--- src/rtl/tog_hdlc_pkg.sv ---
// ============================================================================
// tog_hdlc_pkg : shared types and defaults for the toggle-coded HDLC receiver
// Rev 1.0
// ============================================================================
`default_nettype none

package tog_hdlc_pkg;

  typedef enum logic [0:0] {
    HUNT  = 1'b0,
    FRAME = 1'b1
  } state_t;

  localparam logic [7:0] FLAG_DEFAULT       = 8'h7E;
  localparam int         STUFF_ONES_DEFAULT = 5;
  localparam int         ABORT_ONES_DEFAULT = 7;
  // Holds the leading 0 and six 1s of a closing flag so they never reach the assembler.
  localparam int         PIPE_DEPTH         = 7;

endpackage

`default_nettype wire

--- src/rtl/tog_decode.sv ---
// ============================================================================
// tog_decode : recovers data bits from a toggle-coded line (inverse T cell)
// Rev 1.0
// ============================================================================
`default_nettype none

module tog_decode
  import tog_hdlc_pkg::*;
#(
  parameter logic LINE_IDLE = 1'b0
) (
  input  logic clk,
  input  logic reset,
  input  logic line,
  input  logic bit_en,
  output logic d_bit,
  output logic d_stb
);

  logic r_prev;

  always_ff @(posedge clk or negedge reset) begin
    if (!reset) begin
      r_prev <= LINE_IDLE;
    end else if (bit_en) begin
      r_prev <= line;
    end
  end

  assign d_bit = line ^ r_prev;
  assign d_stb = bit_en;

endmodule

`default_nettype wire

--- src/rtl/tog_hdlc_rx.sv ---
// ============================================================================
// tog_hdlc_rx : toggle-decode, flag/abort detect, destuff and LSB-first bytes
// Rev 1.0
// ============================================================================
`default_nettype none

module tog_hdlc_rx
  import tog_hdlc_pkg::*;
#(
  parameter int         DATA_W     = 8,
  parameter logic [7:0] FLAG       = FLAG_DEFAULT,
  parameter int         STUFF_ONES = STUFF_ONES_DEFAULT,
  parameter int         ABORT_ONES = ABORT_ONES_DEFAULT,
  parameter logic       LINE_IDLE  = 1'b0
) (
  input  logic              clk,
  input  logic              reset,
  input  logic              line,
  input  logic              bit_en,
  output logic [DATA_W-1:0] rx_data,
  output logic              rx_valid,
  output logic              frame_start,
  output logic              frame_end,
  output logic              align_err,
  output logic              abort_err
);

  localparam int c_ones_w = $clog2(ABORT_ONES + 1);
  localparam int c_cnt_w  = $clog2(DATA_W);
  localparam int c_fill_w = $clog2(PIPE_DEPTH + 1);

  localparam logic [c_ones_w-1:0] c_stuff = c_ones_w'(STUFF_ONES);
  localparam logic [c_ones_w-1:0] c_abort = c_ones_w'(ABORT_ONES);
  localparam logic [c_cnt_w-1:0]  c_last  = c_cnt_w'(DATA_W - 1);
  localparam logic [c_fill_w-1:0] c_full  = c_fill_w'(PIPE_DEPTH);

  logic                  w_d;
  logic                  w_stb;
  logic [c_ones_w-1:0]   w_ones_nxt;
  logic [7:0]            w_win_nxt;
  logic                  w_flag;
  logic                  w_stuff;
  logic                  w_abort;
  logic                  w_full;
  logic                  w_out;
  logic [DATA_W-1:0]     w_byte;

  state_t                r_state;
  logic [c_ones_w-1:0]   r_ones;
  // The oldest window bit only matters on the cycle it is shifted out, so seven are stored.
  logic [6:0]            r_win;
  logic [PIPE_DEPTH-1:0] r_pipe;
  logic [c_fill_w-1:0]   r_fill;
  logic [DATA_W-2:0]     r_shift;
  logic [c_cnt_w-1:0]    r_cnt;
  logic                  r_got;

  tog_decode #(
    .LINE_IDLE(LINE_IDLE)
  ) u_decode (
    .clk   (clk),
    .reset (reset),
    .line  (line),
    .bit_en(bit_en),
    .d_bit (w_d),
    .d_stb (w_stb)
  );

  always_comb begin
    w_ones_nxt = '0;
    if (w_d) begin
      w_ones_nxt = (r_ones == c_abort) ? r_ones : r_ones + 1'b1;
    end
  end

  assign w_win_nxt = {w_d, r_win};
  assign w_flag    = (w_win_nxt == FLAG) && !w_d;
  assign w_stuff   = !w_d && (r_ones == c_stuff);
  assign w_abort   = (w_ones_nxt == c_abort);
  assign w_full    = (r_fill == c_full);
  assign w_out     = r_pipe[0];
  assign w_byte    = {w_out, r_shift};

  always_ff @(posedge clk or negedge reset) begin
    if (!reset) begin
      r_state     <= HUNT;
      r_ones      <= '0;
      r_win       <= '0;
      r_pipe      <= '0;
      r_fill      <= '0;
      r_shift     <= '0;
      r_cnt       <= '0;
      r_got       <= 1'b0;
      rx_data     <= '0;
      rx_valid    <= 1'b0;
      frame_start <= 1'b0;
      frame_end   <= 1'b0;
      align_err   <= 1'b0;
      abort_err   <= 1'b0;
    end else begin
      rx_valid    <= 1'b0;
      frame_start <= 1'b0;
      frame_end   <= 1'b0;
      align_err   <= 1'b0;
      abort_err   <= 1'b0;
      if (w_stb) begin
        r_ones <= w_ones_nxt;
        r_win  <= w_win_nxt[7:1];
        case (r_state)
          HUNT: begin
            if (w_flag) begin
              r_state     <= FRAME;
              frame_start <= 1'b1;
              r_fill      <= '0;
              r_cnt       <= '0;
              r_got       <= 1'b0;
            end
          end
          FRAME: begin
            if (w_abort) begin
              r_state   <= HUNT;
              abort_err <= 1'b1;
              r_fill    <= '0;
              r_cnt     <= '0;
              r_got     <= 1'b0;
            end else if (w_flag) begin
              // Closing flag doubles as the opening flag of the next frame.
              frame_end <= (r_cnt == '0) && r_got;
              align_err <= (r_cnt != '0);
              r_fill    <= '0;
              r_cnt     <= '0;
              r_got     <= 1'b0;
            end else if (!w_stuff) begin
              r_pipe <= {w_d, r_pipe[PIPE_DEPTH-1:1]};
              if (!w_full) begin
                r_fill <= r_fill + 1'b1;
              end else begin
                r_shift <= w_byte[DATA_W-1:1];
                if (r_cnt == c_last) begin
                  rx_data  <= w_byte;
                  rx_valid <= 1'b1;
                  r_cnt    <= '0;
                  r_got    <= 1'b1;
                end else begin
                  r_cnt <= r_cnt + 1'b1;
                end
              end
            end
          end
          default: r_state <= HUNT;
        endcase
      end
    end
  end

endmodule

`default_nettype wire

--- config.mk ---
export PLATFORM = sky130hd
export DESIGN_NAME = tog_hdlc_rx
export DESIGN_NICKNAME = d
export VERILOG_FILES = /design/src/rtl/tog_hdlc_pkg.sv /design/src/rtl/tog_decode.sv /design/src/rtl/tog_hdlc_rx.sv
export SDC_FILE = /design/constraint.sdc
export NUM_CORES = 1
export LEC_CHECK = 0
export BUFFER_PORTS_ARGS = -buffer_cell sky130_fd_sc_hd__buf_4
export CORE_UTILIZATION = 52
export CTS_CLUSTER_SIZE = 30
export DETAILED_ROUTE_END_ITERATION = 10
export PLACE_DENSITY = 0.74
export SLEW_MARGIN = 10
export SYNTH_ARGS = -nofsm -noshare
export SYNTH_HDL_FRONTEND = slang
export SYNTH_SLANG_ARGS = --single-unit
--- constraint.sdc ---
create_clock -name clk -period 2.25 [get_ports clk]
set_input_delay 0.3375 -clock clk [delete_from_list [all_inputs] [get_ports clk]]
set_output_delay 0.3375 -clock clk [all_outputs]
set_load 0.1 [all_outputs]
==> results.txt <==
- Slew Viols, Final: 0
* Headroom to the max-slew limit: 63.6%
- The H-tree was split into 2 levels.
- Max-cap viol count: 0
- Clock tree synthesis found a total of 46 sinks.
- The first global-routing pass estimated 5310 um of wire.
* Count of TritonRoute iterations in the first routing pass: 4
- Of the total synthesized cell area, the portion taken by XOR and XNOR cells is 1.32%.
- TritonCTS built the clock tree.
- In this run the worst hold path is classified as in -> async.
* Count of state elements after synthesis: 46
* Clock latency on the worst-skew pair: 290 ps
* Core area: 3660 um^2
- CTS buffer count: 5
- In the final timing run, aggregate negative setup slack is 0 ps.
- R2r endpoint: rx_data[2]
* Multiplexer area fraction after synthesis: 18.4%
- Gr ovfl total: 0
* Top achievable clock speed: 0.476 GHz
- Slack of the worst reg-to-reg path: 150 ps
- Pleak: 1.11 nW
* Worst-margin pin slew: 546 ps
* Largest fanout on the critical path: 10
* Initial Util: 54.4%
- Mean instance size in the synthesized netlist: 13.5 um^2
- Final worst-path cycle share: 93.4%
- 17 I/O pins were placed.
- The number of nets in the synthesized netlist is 159.
- In this run, the number of DRC markers left after iteration 0 of detailed routing was 44.
- Critical path launch point: r_ones[0]
* Vias per cell: 5.34
* Initial antenna violation count: 0
- Setup violations remaining at the end of the flow were counted as 0.
- Worst Reg2Reg Path Length in Cells: 6
- Share of final-layout standard cells stronger than drive strength 1: 35.5%
- Total detailed-routing wirelength: 2860 um
- Following the worst setup path forward leads to its endpoint at rx_data[2].
- Synth warn: 0
* Drc violations: 0
* Unrepaired setup endpoints after global routing: no
* Antenna violation net count after detailed routing: 0
- After synthesis, the largest family of logic cells by area is multiplexers.
- STA puts the critical path data arrival time at 2280 ps.
- The clock arrives with 3.76 ps of skew.
- Async set-reset flop share out of synthesis: 100%
- Worst setup EP type: register
- Max rail drop VDD: 0.436 mV
- Total via count after detailed routing: 1174
- Across all hold checks on the routed design, the worst slack comes to 28.6 ps.
- Clock slew at the register clock pins of the worst setup and hold paths: 70 ps
- Area share of fa/ha/maj cells after synthesis: 4.40%
* Synthesized instance count: 148
- At the end of the flow the core is filled with cells to 62.7%.
- Worst EP required: 2430 ps
* Final HPWL from detailed placement: 2050 um
* All-layer global routing usage: 17.1%
- Compound-cell area share of the yosys netlist: 8.42%
- Placement row count: 22
- Minimum clock period after layout: 2100 ps
- The floorplan step set the die width to 63.9 um.
* Die Area: 4080 um^2
- Buffers added to address setup during post-CTS repair amount to 0.
* PwrDens: 938 nW/um^2
- Type of the setup path with the least slack: reg -> reg
- Dividing the detail-routed wire length by the instance count gives 13.0 um.
- The cell area that synthesis handed to floorplanning was 1990 um^2.
- Synthesis-to-finish area growth: 15.3%
- Number of synthesized flops with an enable pin: 0
* Count of input and output buffers: 16
- Sequential element share of the synthesized area: 57.8%
- Final hold violations: 0
- At the end of routability-driven placement, the weighted congestion stood at 0.807.
- Diodes inserted: 0
- The flow ran to the end, and the final reports show no timing, DRC or antenna violations.
- Most frequently used flop master after synthesis: sky130_fd_sc_hd__dfrtp_1
* Nets: 182
* Height of the die: 63.9 um
- Entering global routing, the biggest net connects 47 pins.
- Placed inst area: 2180 um^2
- Post-synthesis simple-gate area fraction: 6.98%
* Buffer levels on the longest clock path: 2
- Start of the worst register-to-register path: r_ones[0]
* Clock Tree Root: sky130_fd_sc_hd__clkbuf_8
- Final non-filler cell area: 2300 um^2
- Vias in the first global route: 1200
* Nature of the critical path startpoint: register
- Count of hold buffers inserted by post-cts repair: 0
- Counting distinct cell types in the post-synthesis netlist gives 35.
-- worst max-delay path, cell delays in order (launching register included) --
cell and delay (ps):
sky130_fd_sc_hd__dfrtp_1 400, sky130_fd_sc_hd__ha_1 290, sky130_fd_sc_hd__and3_1 230, sky130_fd_sc_hd__o21ai_2 190, sky130_fd_sc_hd__o211a_1 230, sky130_fd_sc_hd__and3_4 320, sky130_fd_sc_hd__mux2_4 320
-- power breakdown --
part / switching [mW] / internal [mW]
combinational: 0.221 / 0.252
clock: 0.251 / 0.310
sequential: 0.120 / 0.999
-- repair_timing --
item / in CTS / in global routing
gates resized for setup: 0 / 1
setup endpoints to repair: 0 / 8
hold endpoints to repair: 0 / 0
-- metal layers --
layer  vias to the layer above  track usage, %  part of all wire, %
li1                        575               -                    -
met5                         -               0                    0
met3                         4            5.18                  4.4
met2                        28            27.5                   46
met4                         0            6.53                  2.1
met1                       567            21.6                   47
-- logic make-up (layout without fill, tap and decap cells) --
group | Yosys count | after routing
adder cells (fa/ha/maj) | 7 | 7
XOR/XNOR | 3 | 3
flip-flops | 46 | 46
AO/OA/AOI/OAI | 25 | 25
AND/OR/NAND/NOR | 26 | 26
multiplexers | 30 | 30
buffers and inverters | 11 | 35
-- synthesized netlist by cell type (all sizes together) (2+ instances only) --
| cell type | count | area (um^2) |
|---|---|---|
| dfrtp | 46 | 1150 |
| mux2 | 29 | 357 |
| a21oi | 9 | 45.0 |
| nor2 | 8 | 30.0 |
| ha | 7 | 87.6 |
| inv | 5 | 18.8 |
| buf | 4 | 26.3 |
| nand2 | 4 | 15.0 |
| o21ai | 4 | 20.0 |
| a22o | 2 | 17.5 |
| a31oi | 2 | 12.5 |
| a32o | 2 | 20.0 |
| and3 | 2 | 17.5 |
| clkbuf | 2 | 7.51 |
| nand3b | 2 | 15.0 |
| nor2b | 2 | 12.5 |
| nor4 | 2 | 12.5 |
| o211a | 2 | 20.0 |
| xnor2 | 2 | 17.5 |
-- registers in the layout, indices dropped and copies added (netlist names), 3 cells and up --
name and count:
rx_data 8, r_ones 3, r_win 7, r_cnt 3, r_pipe 7, r_fill 3
r_shift 7
-- cell usage in the layout, fill, tap and decap left out --
cell type	instances
sky130_fd_sc_hd__buf_4	22
sky130_fd_sc_hd__a22o_1	2
sky130_fd_sc_hd__xor2_1	1
sky130_fd_sc_hd__o21ai_2	1
sky130_fd_sc_hd__a21oi_1	9
sky130_fd_sc_hd__and2_1	1
sky130_fd_sc_hd__nand3_1	1
sky130_fd_sc_hd__nor2_1	8
sky130_fd_sc_hd__ha_1	7
sky130_fd_sc_hd__nand3b_1	2
sky130_fd_sc_hd__dfrtp_1	46
sky130_fd_sc_hd__nor3b_1	1
sky130_fd_sc_hd__and3_1	1
sky130_fd_sc_hd__nor2b_1	2
sky130_fd_sc_hd__nor3_1	1
sky130_fd_sc_hd__mux2_4	8
sky130_fd_sc_hd__nor4_1	2
sky130_fd_sc_hd__mux2_2	21
sky130_fd_sc_hd__and3_4	1
sky130_fd_sc_hd__o211a_1	2
sky130_fd_sc_hd__a32o_1	2
sky130_fd_sc_hd__a21o_1	1
sky130_fd_sc_hd__xnor2_1	2
sky130_fd_sc_hd__a31oi_1	2
sky130_fd_sc_hd__or3_1	1
sky130_fd_sc_hd__mux2i_1	1
sky130_fd_sc_hd__nand4_1	1
sky130_fd_sc_hd__o21ai_0	3
sky130_fd_sc_hd__o2bb2ai_1	1
sky130_fd_sc_hd__o22a_1	1
sky130_fd_sc_hd__clkbuf_8	8
sky130_fd_sc_hd__inv_1	5
sky130_fd_sc_hd__nand2_1	4
sky130_fd_sc_hd__a211oi_1	1
-- worst min path at each step --
stage | start | endpoint | slack, ps | depth (start not counted)
after detailed placement | reset | rx_data[1] | 370 | 1
after global placement | reset | rx_data[1] | 360 | 1
after global routing | reset | rx_data[1] | 70 | 1
final | reset | rx_data[1] | 30 | 1
after floorplan | reset | abort_err | 40 | 0
after CTS | reset | r_got | 50 | 1
-- per-stage QoR --
| stage | setup slack (ps) | power [mW] | instances |
|---|---|---|---|
| 2_1_floorplan | 166 | 1.47 | 148 |
| 3_3_place_gp | 190 | 1.57 | 212 |
| 3_5_place_dp | 117 | 1.61 | 212 |
| 4_1_cts | 97.3 | 2.17 | 220 |
| 5_1_grt | 21.1 | 2.30 | 220 |
| 6_report | 148 | 2.15 | 220 |
-- final cells by class --
cell class	instances	area (um^2)
fillers	296	1370
flip-flops and latches	46	1150
multi-input cells	91	791
repair buffers	22	165
clock buffers	8	110
well taps	48	60.1
inverters	5	18.8
No activity file was read; power rests on OpenSTA's default activity.
